<file path="src/rtl/alu_seq_pkg.sv">
// alu_seq shared control encodings: ALU opcodes and sequencer states.
// Base and RV32M operation codes live side by side here.
package alu_seq_pkg;

    localparam int ALU_OP_W = 5;

    localparam logic [ALU_OP_W-1:0] ALU_ADD    = 5'd0;
    localparam logic [ALU_OP_W-1:0] ALU_SUB    = 5'd1;
    localparam logic [ALU_OP_W-1:0] ALU_AND    = 5'd2;
    localparam logic [ALU_OP_W-1:0] ALU_OR     = 5'd3;
    localparam logic [ALU_OP_W-1:0] ALU_XOR    = 5'd4;
    localparam logic [ALU_OP_W-1:0] ALU_SLT    = 5'd5;
    localparam logic [ALU_OP_W-1:0] ALU_SLTU   = 5'd6;
    localparam logic [ALU_OP_W-1:0] ALU_SLL    = 5'd7;
    localparam logic [ALU_OP_W-1:0] ALU_SRL    = 5'd8;
    localparam logic [ALU_OP_W-1:0] ALU_SRA    = 5'd9;
    localparam logic [ALU_OP_W-1:0] ALU_MUL    = 5'd16;
    localparam logic [ALU_OP_W-1:0] ALU_MULH   = 5'd17;
    localparam logic [ALU_OP_W-1:0] ALU_MULHSU = 5'd18;
    localparam logic [ALU_OP_W-1:0] ALU_MULHU  = 5'd19;
    localparam logic [ALU_OP_W-1:0] ALU_DIV    = 5'd20;
    localparam logic [ALU_OP_W-1:0] ALU_DIVU   = 5'd21;
    localparam logic [ALU_OP_W-1:0] ALU_REM    = 5'd22;
    localparam logic [ALU_OP_W-1:0] ALU_REMU   = 5'd23;

    typedef enum logic [1:0] {
        ST_IDLE,
        ST_MUL,
        ST_DIV,
        ST_DONE
    } alu_state_e;

endpackage

</file>
<file path="src/rtl/alu_divider.sv">
// Iterative restoring unsigned divider, one quotient bit per cycle.
// done stays high from the last iteration until the cycle after.
module alu_divider #(
    parameter int XLEN = 32
) (
    input  logic            clk,
    input  logic            rst_n,
    input  logic            start,
    input  logic            abort,
    input  logic [XLEN-1:0] dividend,
    input  logic [XLEN-1:0] divisor,
    output logic            done,
    output logic [XLEN-1:0] quotient,
    output logic [XLEN-1:0] remainder
);

    localparam int CNT_W = $clog2(XLEN) + 1;

    logic [CNT_W-1:0] cnt_q;
    logic             active_q;
    logic [XLEN-1:0]  quo_q;
    logic [XLEN-1:0]  rem_q;
    logic [XLEN-1:0]  dvs_q;
    logic [XLEN:0]    trial;

    // Borrow out of the trial subtraction means "restore"
    assign trial = {rem_q, quo_q[XLEN-1]} - {1'b0, dvs_q};

    always_ff @(posedge clk or negedge rst_n) begin
        if (!rst_n) begin
            cnt_q    <= '0;
            active_q <= 1'b0;
            quo_q    <= '0;
            rem_q    <= '0;
            dvs_q    <= '0;
        end else if (abort) begin
            cnt_q    <= '0;
            active_q <= 1'b0;
        end else if (start) begin
            cnt_q    <= CNT_W'(XLEN);
            active_q <= 1'b1;
            quo_q    <= dividend;
            rem_q    <= '0;
            dvs_q    <= divisor;
        end else if (active_q) begin
            if (cnt_q != '0) begin
                cnt_q <= cnt_q - 1'b1;
                if (!trial[XLEN]) begin
                    rem_q <= trial[XLEN-1:0];
                    quo_q <= {quo_q[XLEN-2:0], 1'b1};
                end else begin
                    rem_q <= {rem_q[XLEN-2:0], quo_q[XLEN-1]};
                    quo_q <= {quo_q[XLEN-2:0], 1'b0};
                end
            end else begin
                active_q <= 1'b0;
            end
        end
    end

    assign done      = active_q && (cnt_q == '0);
    assign quotient  = quo_q;
    assign remainder = rem_q;

endmodule

</file>
<file path="src/rtl/alu_seq.sv">
// Multi-cycle execute ALU: base ops, RV32M multiply/divide,
// valid/ready on both sides and a registered result.
module alu_seq
    import alu_seq_pkg::*;
#(
    parameter int XLEN    = 32,
    parameter int SHAMT_W = $clog2(XLEN)
) (
    input  logic                clk,
    input  logic                rst_n,
    input  logic                flush,
    input  logic                in_valid,
    output logic                in_ready,
    input  logic [ALU_OP_W-1:0] op,
    input  logic                alu_src,
    input  logic [XLEN-1:0]     src1,
    input  logic [XLEN-1:0]     src2,
    input  logic [XLEN-1:0]     imm,
    output logic                out_valid,
    input  logic                out_ready,
    output logic [XLEN-1:0]     result,
    output logic                zero,
    output logic                busy
);

    localparam logic [XLEN-1:0] SMIN = {1'b1, {(XLEN-1){1'b0}}};

    alu_state_e          state_q;
    logic [XLEN-1:0]     result_q;
    logic                zero_q;
    logic                out_valid_q;
    logic                busy_q;
    logic [ALU_OP_W-1:0] op_q;
    logic [XLEN-1:0]     op1_q;
    logic [XLEN-1:0]     op2_q;
    logic                negq_q;
    logic                negr_q;

    function automatic logic [XLEN-1:0] base_op(
        input logic [ALU_OP_W-1:0] o,
        input logic [XLEN-1:0]     a,
        input logic [XLEN-1:0]     b
    );
        logic [SHAMT_W-1:0] sh;
        sh = b[SHAMT_W-1:0];
        case (o)
            ALU_ADD:  base_op = a + b;
            ALU_SUB:  base_op = a - b;
            ALU_AND:  base_op = a & b;
            ALU_OR:   base_op = a | b;
            ALU_XOR:  base_op = a ^ b;
            ALU_SLT:  base_op = {{(XLEN-1){1'b0}}, $signed(a) < $signed(b)};
            ALU_SLTU: base_op = {{(XLEN-1){1'b0}}, a < b};
            ALU_SLL:  base_op = a << sh;
            ALU_SRL:  base_op = a >> sh;
            ALU_SRA:  base_op = $unsigned($signed(a) >>> sh);
            default:  base_op = '0;
        endcase
    endfunction

    logic [XLEN-1:0] op2;
    logic            is_mul, is_div, div_sgn, is_rem;
    logic            s1, s2, div_zero, div_ovf, special;
    logic            accept, div_start;
    logic [XLEN-1:0] mag1, mag2, spec_res, result_d;

    assign op2      = alu_src ? imm : src2;
    assign in_ready = (state_q == ST_IDLE) ||
                      (state_q == ST_DONE && out_ready);
    assign accept   = in_valid && in_ready && !flush;

    assign is_mul   = (op[4:2] == 3'b100);
    assign is_div   = (op[4:2] == 3'b101);
    assign div_sgn  = !op[0];
    assign is_rem   = op[1];
    assign s1       = div_sgn && src1[XLEN-1];
    assign s2       = div_sgn && op2[XLEN-1];
    assign mag1     = s1 ? -src1 : src1;
    assign mag2     = s2 ? -op2 : op2;
    assign div_zero = (op2 == '0);
    assign div_ovf  = div_sgn && (src1 == SMIN) && (op2 == '1);
    assign special  = is_div && (div_zero || div_ovf);

    // Division special cases bypass the iterative core entirely
    assign spec_res = div_zero ? (is_rem ? src1 : '1)
                               : (is_rem ? '0 : src1);
    assign result_d = special ? spec_res
                    : is_mul  ? '0
                    : base_op(op, src1, op2);
    assign div_start = accept && is_div && !special;

    logic            div_done;
    logic [XLEN-1:0] quo, rem, div_res;

    alu_divider #(.XLEN(XLEN)) u_div (
        .clk       (clk),
        .rst_n     (rst_n),
        .start     (div_start),
        .abort     (flush),
        .dividend  (mag1),
        .divisor   (mag2),
        .done      (div_done),
        .quotient  (quo),
        .remainder (rem)
    );

    assign div_res = op_q[1] ? (negr_q ? -rem : rem)
                             : (negq_q ? -quo : quo);

    logic              msg1, msg2;
    logic [2*XLEN-1:0] ma, mb, prod;
    logic [XLEN-1:0]   mul_res;

    assign msg1    = (op_q == ALU_MULH) || (op_q == ALU_MULHSU);
    assign msg2    = (op_q == ALU_MULH);
    assign ma      = {{XLEN{msg1 && op1_q[XLEN-1]}}, op1_q};
    assign mb      = {{XLEN{msg2 && op2_q[XLEN-1]}}, op2_q};
    assign prod    = ma * mb;
    assign mul_res = (op_q == ALU_MUL) ? prod[XLEN-1:0]
                                       : prod[2*XLEN-1:XLEN];

    always_ff @(posedge clk or negedge rst_n) begin
        if (!rst_n) begin
            state_q     <= ST_IDLE;
            result_q    <= '0;
            zero_q      <= 1'b0;
            out_valid_q <= 1'b0;
            busy_q      <= 1'b0;
            op_q        <= '0;
            op1_q       <= '0;
            op2_q       <= '0;
            negq_q      <= 1'b0;
            negr_q      <= 1'b0;
        end else if (flush) begin
            state_q     <= ST_IDLE;
            out_valid_q <= 1'b0;
            busy_q      <= 1'b0;
        end else begin
            unique case (state_q)
                ST_IDLE, ST_DONE: begin
                    if (accept) begin
                        op_q   <= op;
                        op1_q  <= src1;
                        op2_q  <= op2;
                        negq_q <= s1 ^ s2;
                        negr_q <= s1;
                        if (is_mul) begin
                            state_q     <= ST_MUL;
                            busy_q      <= 1'b1;
                            out_valid_q <= 1'b0;
                        end else if (div_start) begin
                            state_q     <= ST_DIV;
                            busy_q      <= 1'b1;
                            out_valid_q <= 1'b0;
                        end else begin
                            state_q     <= ST_DONE;
                            result_q    <= result_d;
                            zero_q      <= (result_d == '0);
                            out_valid_q <= 1'b1;
                        end
                    end else if (state_q == ST_DONE && out_ready) begin
                        state_q     <= ST_IDLE;
                        out_valid_q <= 1'b0;
                    end
                end
                ST_MUL: begin
                    state_q     <= ST_DONE;
                    result_q    <= mul_res;
                    zero_q      <= (mul_res == '0);
                    out_valid_q <= 1'b1;
                    busy_q      <= 1'b0;
                end
                ST_DIV: begin
                    if (div_done) begin
                        state_q     <= ST_DONE;
                        result_q    <= div_res;
                        zero_q      <= (div_res == '0);
                        out_valid_q <= 1'b1;
                        busy_q      <= 1'b0;
                    end
                end
            endcase
        end
    end

    assign out_valid = out_valid_q;
    assign result    = result_q;
    assign zero      = zero_q;
    assign busy      = busy_q;

endmodule

</file>
<file path="config.mk">
export PLATFORM = sky130hd
export DESIGN_NAME = alu_seq
export DESIGN_NICKNAME = d
export VERILOG_FILES = /design/src/rtl/alu_seq_pkg.sv /design/src/rtl/alu_divider.sv /design/src/rtl/alu_seq.sv
export SDC_FILE = /design/constraint.sdc
export NUM_CORES = 2
export LEC_CHECK = 0
export CAP_MARGIN = 20
export CORE_ASPECT_RATIO = 0.9
export CORE_MARGIN = 4
export CORE_UTILIZATION = 30
export CTS_CLUSTER_DIAMETER = 80
export CTS_CLUSTER_SIZE = 14
export DETAILED_ROUTE_END_ITERATION = 10
export SYNTH_ARGS = -nofsm -noshare
export SYNTH_HDL_FRONTEND = slang
export SYNTH_HIERARCHICAL = 1
export SYNTH_SLANG_ARGS = --single-unit
</file>
<file path="constraint.sdc">
create_clock -name clk -period 12.56 [get_ports clk]
set_input_delay 1.884 -clock clk [delete_from_list [all_inputs] [get_ports clk]]
set_output_delay 1.884 -clock clk [all_outputs]
set_load 0.02 [all_outputs]
</file>
Yosys cells after proc, flatten, opt, wreduce, memory -nomap -nowiden

Cells that the tools add are included.
Widths: inputs -> output; s select.

Word-level logic and storage cells: 159
Output and inout port bits: 36
Register bits: 211
Bits of input ports: 107

Muxes and demuxes: 59
Order comparisons: 2
Eq/ne operators: 27
$add $sub $neg: 8
Multiply operators: 1
Bitwise gates (word level): 5
Shift-type cells: 3
Reductions and logical operators: 39

Operator list:

| kind                 | number |
|---|---|
| $mux 32              | 23 |
| $pmux 32 s10         | 1 |
| $logic_not 32->1     | 4 |
| $neg 32->32          | 4 |
| $pmux 32 s3          | 1 |
| $eq 32x32->1 const B | 2 |
| $lt 32x32->1         | 2 |
| $mul 33x33->64       | 1 |
| $sub 33x32->33       | 1 |
| $add 32x32->32       | 1 |
| $and 32x32->32       | 1 |
| $or 32x32->32        | 1 |
| $shl 32x5->32        | 1 |
| $shr 32x5->32        | 1 |
| $sshr 32x5->32       | 1 |
| $sub 32x32->32       | 1 |
| $xor 32x32->32       | 1 |
| $mux 6               | 4 |
| $mux 1               | 21 |
| $eq 5x3->1 const B   | 4 |
| $eq 5x5->1 const B   | 3 |
| $logic_and 1x1->1    | 13 |
| $eq 5x2->1 const B   | 2 |
| $eq 5x4->1 const B   | 2 |
| 25 further kinds     | 48 |

Longest topological paths before layout

Depth after elaboration: 12
Mapped depth: 36
Mapped depth without buffers: 33

Cells and area by module

The synthesis kept the hierarchy.

Modules (own cells, without submodules):

| module      | instances | cells each | seq. area each (µm²) | area each (µm²) |
|---|---|---|---|---|
| alu_seq     | 1         | 6813       | 2702.6               | 56429.1 |
| alu_divider | 1         | 679        | 2577.5               | 6137.1 |

Least setup slack after synthesis

No wires, ideal clock.

Path kind: register to register
Start point: register op_q[1]
End point: register zero_q, in the netlist zero
Required time: 12478 ps
Period minus slack after synthesis: 9177 ps
Path buffers: 3
Cell stages (with the launch flop): 37
Slack: 3383 ps
Arrival time: 9096 ps
Library setup time: 82 ps
Cells stage by stage: dfrtp_1 > clkbuf_1 > nor2b_1 > o21ai_0 > nor2_1 > clkbuf_1 > nand2_1 > inv_1 > fa_1 > inv_1 > fa_1 > inv_1 > fa_1 > inv_1 > fa_1 > inv_1 > fa_1 > fa_1 > fa_1 > inv_1 > fa_1 > inv_1 > ha_1 > clkbuf_1 > a21oi_1 > nor2b_1 > o21ai_0 > nand2b_1 > nor2b_1 > a21oi_1 > nand3b_1 > xnor2_1 > a21oi_1 > or4b_2 > nor4_1 > a41oi_1 > a31oi_1

Longest elaborated chain between the ends: 7
Elaborated cells between the ends (all ways): 13
Classes of those cells: mul (1); eq/ne (3); mux (4); reduce/logical (5)

Ends and longest elaborated chain:

| item                                 | RTL line                       | source |
|---|---|---|
| start, declared                      | alu_seq.sv:33                  | `logic [ALU_OP_W-1:0] op_q;` |
| start signal, assigned               | alu_seq.sv:142                 | `op_q <= op;` |
| $eq 5x5->1, on equally long branches | alu_seq.sv:114, alu_seq.sv:115 |  |
| $logic_or 1x1->1                     | alu_seq.sv:114                 | `assign msg1 = (op_q == ALU_MULH) \|\| (op_q == ALU_MULHSU);` |
| $logic_and 1x1->1                    | alu_seq.sv:116                 | `assign ma = {{XLEN{msg1 && op1_q[XLEN-1]}}, op1_q};` |
| $mul 33x33->64                       | alu_seq.sv:118                 | `assign prod = ma * mb;` |
| $mux 32                              | alu_seq.sv:119                 | `assign mul_res = (op_q == ALU_MUL) ? prod[XLEN-1:0]` |
| $logic_not 32->1                     | alu_seq.sv:169                 | `zero_q <= (mul_res == '0);` |
| $pmux 1 s3 *                         | alu_seq.sv:139                 | `unique case (state_q)` |
| end signal, assigned                 | alu_seq.sv:158                 | `zero_q <= (result_d == '0);` |
| end signal, assigned                 | alu_seq.sv:169                 |  |
| end signal, assigned                 | alu_seq.sv:177                 | `zero_q <= (div_res == '0);` |
| end, declared                        | alu_seq.sv:30                  | `logic zero_q;` |

Mark *: on every way between the ends. The rest lies on a longest branch, timed or not. The select of a mux whose other input is x is not followed.
A chain may end at the register's enable or synchronous reset.

Worst setup path after layout

Start point: register op2_q[16]
End point: register zero_q, in the netlist zero

Longest elaborated chain between the ends: 4

Ends and longest elaborated chain:

| item                   | RTL line       | source |
|---|---|---|
| start, declared        | alu_seq.sv:35  | `logic [XLEN-1:0] op2_q;` |
| start signal, assigned | alu_seq.sv:144 | `op2_q <= op2;` |
| $mul 33x33->64         | alu_seq.sv:118 |  |
| $mux 32                | alu_seq.sv:119 |  |
| $logic_not 32->1       | alu_seq.sv:169 |  |
| $pmux 1 s3             | alu_seq.sv:139 |  |

No other way between the ends.

==> metrics <==
Post-DRT Antenna Nets=0; CP Class=reg2reg; clock skew=15.02 ps; share of layout cells above drive strength 1=4.919%; Post-synth top flop=dfrtp_1; core area=206800 sq um; DP Area=67140 sq um; commonest non-fill, non-tap cells in the layout=inv_1, nand2_1, fa_1; Wirelength per Cell=26.43 um; Worst EP arrival=10630 ps; asr flop ratio synth=100.0%; Syn Inst Count=7492; post-synthesis sequential area ratio=8.439%; Critical Path Max Stage Delay=1090 ps; clk slew on worst S/H paths=70 ps; CTS Sinks=211; Max FO, Critical Path=19; gp weighted congestion=1.023; Rows=158; Layout area overhead=8.321%; slowest cell on the critical path=dfrtp_1; Initial Utilization=30.26%; Nets=8960; status=complete, no violations; CTS Buf Count=20; Final Critical Period=10170 ps; final setup violation count=0; Hold Slack=477.0 ps; Worst-Skew Late Latency=550 ps; area of the multi-input gates=50570 sq um; Synthesis Warnings=6; post-synthesis net count=9079; Synth area leader=fa_1; unrepaired setup endpoints after global routing=false; fillers=21600; # DRC=0; CTS tree=built; number of synthesized flops with an enable pin=0; Clock Tree Root=clkbuf_16; Final Max Tran Viols=0; Yosys cell types=100; Final Cycle Share=81.01%; Slew Limit Headroom=16.89%; clock buffer depth=3; Req. time, crit path=13020 ps; Detailed Route Iter0 Violations=5604; number of global-route vias before repair=57630; Final Hold Viols=0; largest net degree at the start of global routing=105; cts repair resizes=0; nature of the critical path endpoint=flop; Die W=489.4 um; hold buffers post-CTS=0; H-tree depth=1; #FFs+latches synth=211; Top cell by count, worst path=fa_1; I/O pins=143; wire length of the first global-routing pass=392.4 mm; Routed WL=267.2 mm; storage element area=5286 sq um; # port buffers=142; mapped cell area=62570 sq um; Tightest Hold Check Type=reg2reg; antenna violations before repair=15; DR pass1 iterations=6; startpoint types=flop; Max Cap Viol=0; Synth top area share=36.09%; routed vias/inst=5.500; Post-CTS Setup Inserts=0; via count=55600; HPWL Detailed=212.7 mm; most common cell after layout, fill and taps aside=inv_1; Die Span Y=441.2 um; GRT overflow=0; gr usage total=24.46%; ranking of synthesized cells by area=fa_1, dfrtp_1, inv_1; setup tns final=0 ps; post-route cell area=67770 sq um; Avg Cell Area, Syn=8.351 sq um; fmax=0.09829 GHz; Die Area=215900 sq um; worst-margin pin slew=1234 ps
state kept, by name (all words and copies together) (netlist names):
name / cells
op1_q: 32
op2_q: 32
result: 32
u_div/dvs_q: 32
u_div/quotient: 32
u_div/remainder: 32
u_div/cnt_q: 6
op_q: 5
state_q: 2
busy: 1
negq_q: 1
negr_q: 1
out_valid: 1
u_div/active_q: 1
zero: 1
metal layers:
metal,global-route usage (%),vias to the layer above,share of wire [%],routed length [um]
met1,30.97,28270,39,105500
met4,13.88,4,7.1,18900
met2,39.07,2929,45,120100
li1,-,23650,-,-
met5,0,-,0.024,64
met3,4.796,744,8.5,22640
worst paths after layout:
| check | from | endpoint | slack [ps] | cells past startpoint |
|---|---|---|---|---|
| min in group asynchronous | rst_n | u_div/quotient[6] | 1340 | 1 |
| max in group asynchronous | rst_n | op1_q[8] | 9080 | 3 |
| worst min-delay path | result[7] | result[7] | 480 | 2 |
| worst min register to register | result[7] | result[7] | 480 | 2 |
| worst max-delay path | op2_q[16] | zero | 2390 | 27 |
| worst max register to register | op2_q[16] | zero | 2390 | 27 |
final cells by class:
| class | instances | area share, % |
|---|---|---|
| clock buffers | 22 | 0.7495 |
| well taps | 2720 | 5.022 |
| diodes | 8 | 0.02954 |
| inverters | 1325 | 7.346 |
| repair buffers | 343 | 4.350 |
| multi-input cells | 5472 | 74.62 |
| clock inverters | 7 | 0.08308 |
| flip-flops and latches | 211 | 7.800 |
critical path, delay by kind of cell (launching register included):
family                   cells  cell delay [ps]
AND/OR/NAND/NOR              5             1480
buffers and inverters        4              630
flip-flops                   1             1090
AO/OA/AOI/OAI                9             2310
adder cells (fa/ha/maj)      9             4560
logic make-up (layout without fill, tap and decap cells):
kind of cell / count (synthesis) / after routing / synth area share, %
and+or+nand+nor: 2311 / 2311 / 17.10
other: 0 / 8 / 0
AOI/OAI and AO/OA: 1258 / 1258 / 13.06
DFF: 211 / 211 / 8.439
adders and majority gates: 1480 / 1480 / 43.13
buffers and inverters: 1809 / 1697 / 10.99
xor gates and xnor gates: 221 / 221 / 3.118
muxes: 202 / 202 / 4.150
cell usage after synthesis (33+ instances only):
cell and count:
a211oi_1 51, a21o_1 61, a21oi_1 239, a31oi_1 53, and2_1 333, and3_1 33
clkbuf_1 422, dfrtp_1 211, fa_1 1128, ha_1 352, inv_1 1318, mux2i_1 148
mux4_2 35, nand2_1 1204, nand3_1 76, nand4_1 37, nor2_1 288, nor2b_1 44
nor3_1 76, nor4_1 53, o211ai_1 37, o21a_1 33, o21ai_0 370, o22ai_1 37
o31ai_1 52, xnor2_1 144, xor2_1 75
metrics by stage:
stage / worst slack, ps / std cells / utilization (%)
floorplan: 3383 / 7492 / -
detailed placement: 2516 / 10070 / 32.47
CTS: 2501 / 10100 / 32.74
finish: 2386 / 10110 / 32.77
global placement: 2571 / 10060 / 32.46
global route: 1718 / 10100 / 32.77
Power is not shown: default switching activity piles up to over one toggle a cycle in this logic, so the estimate is an artifact.
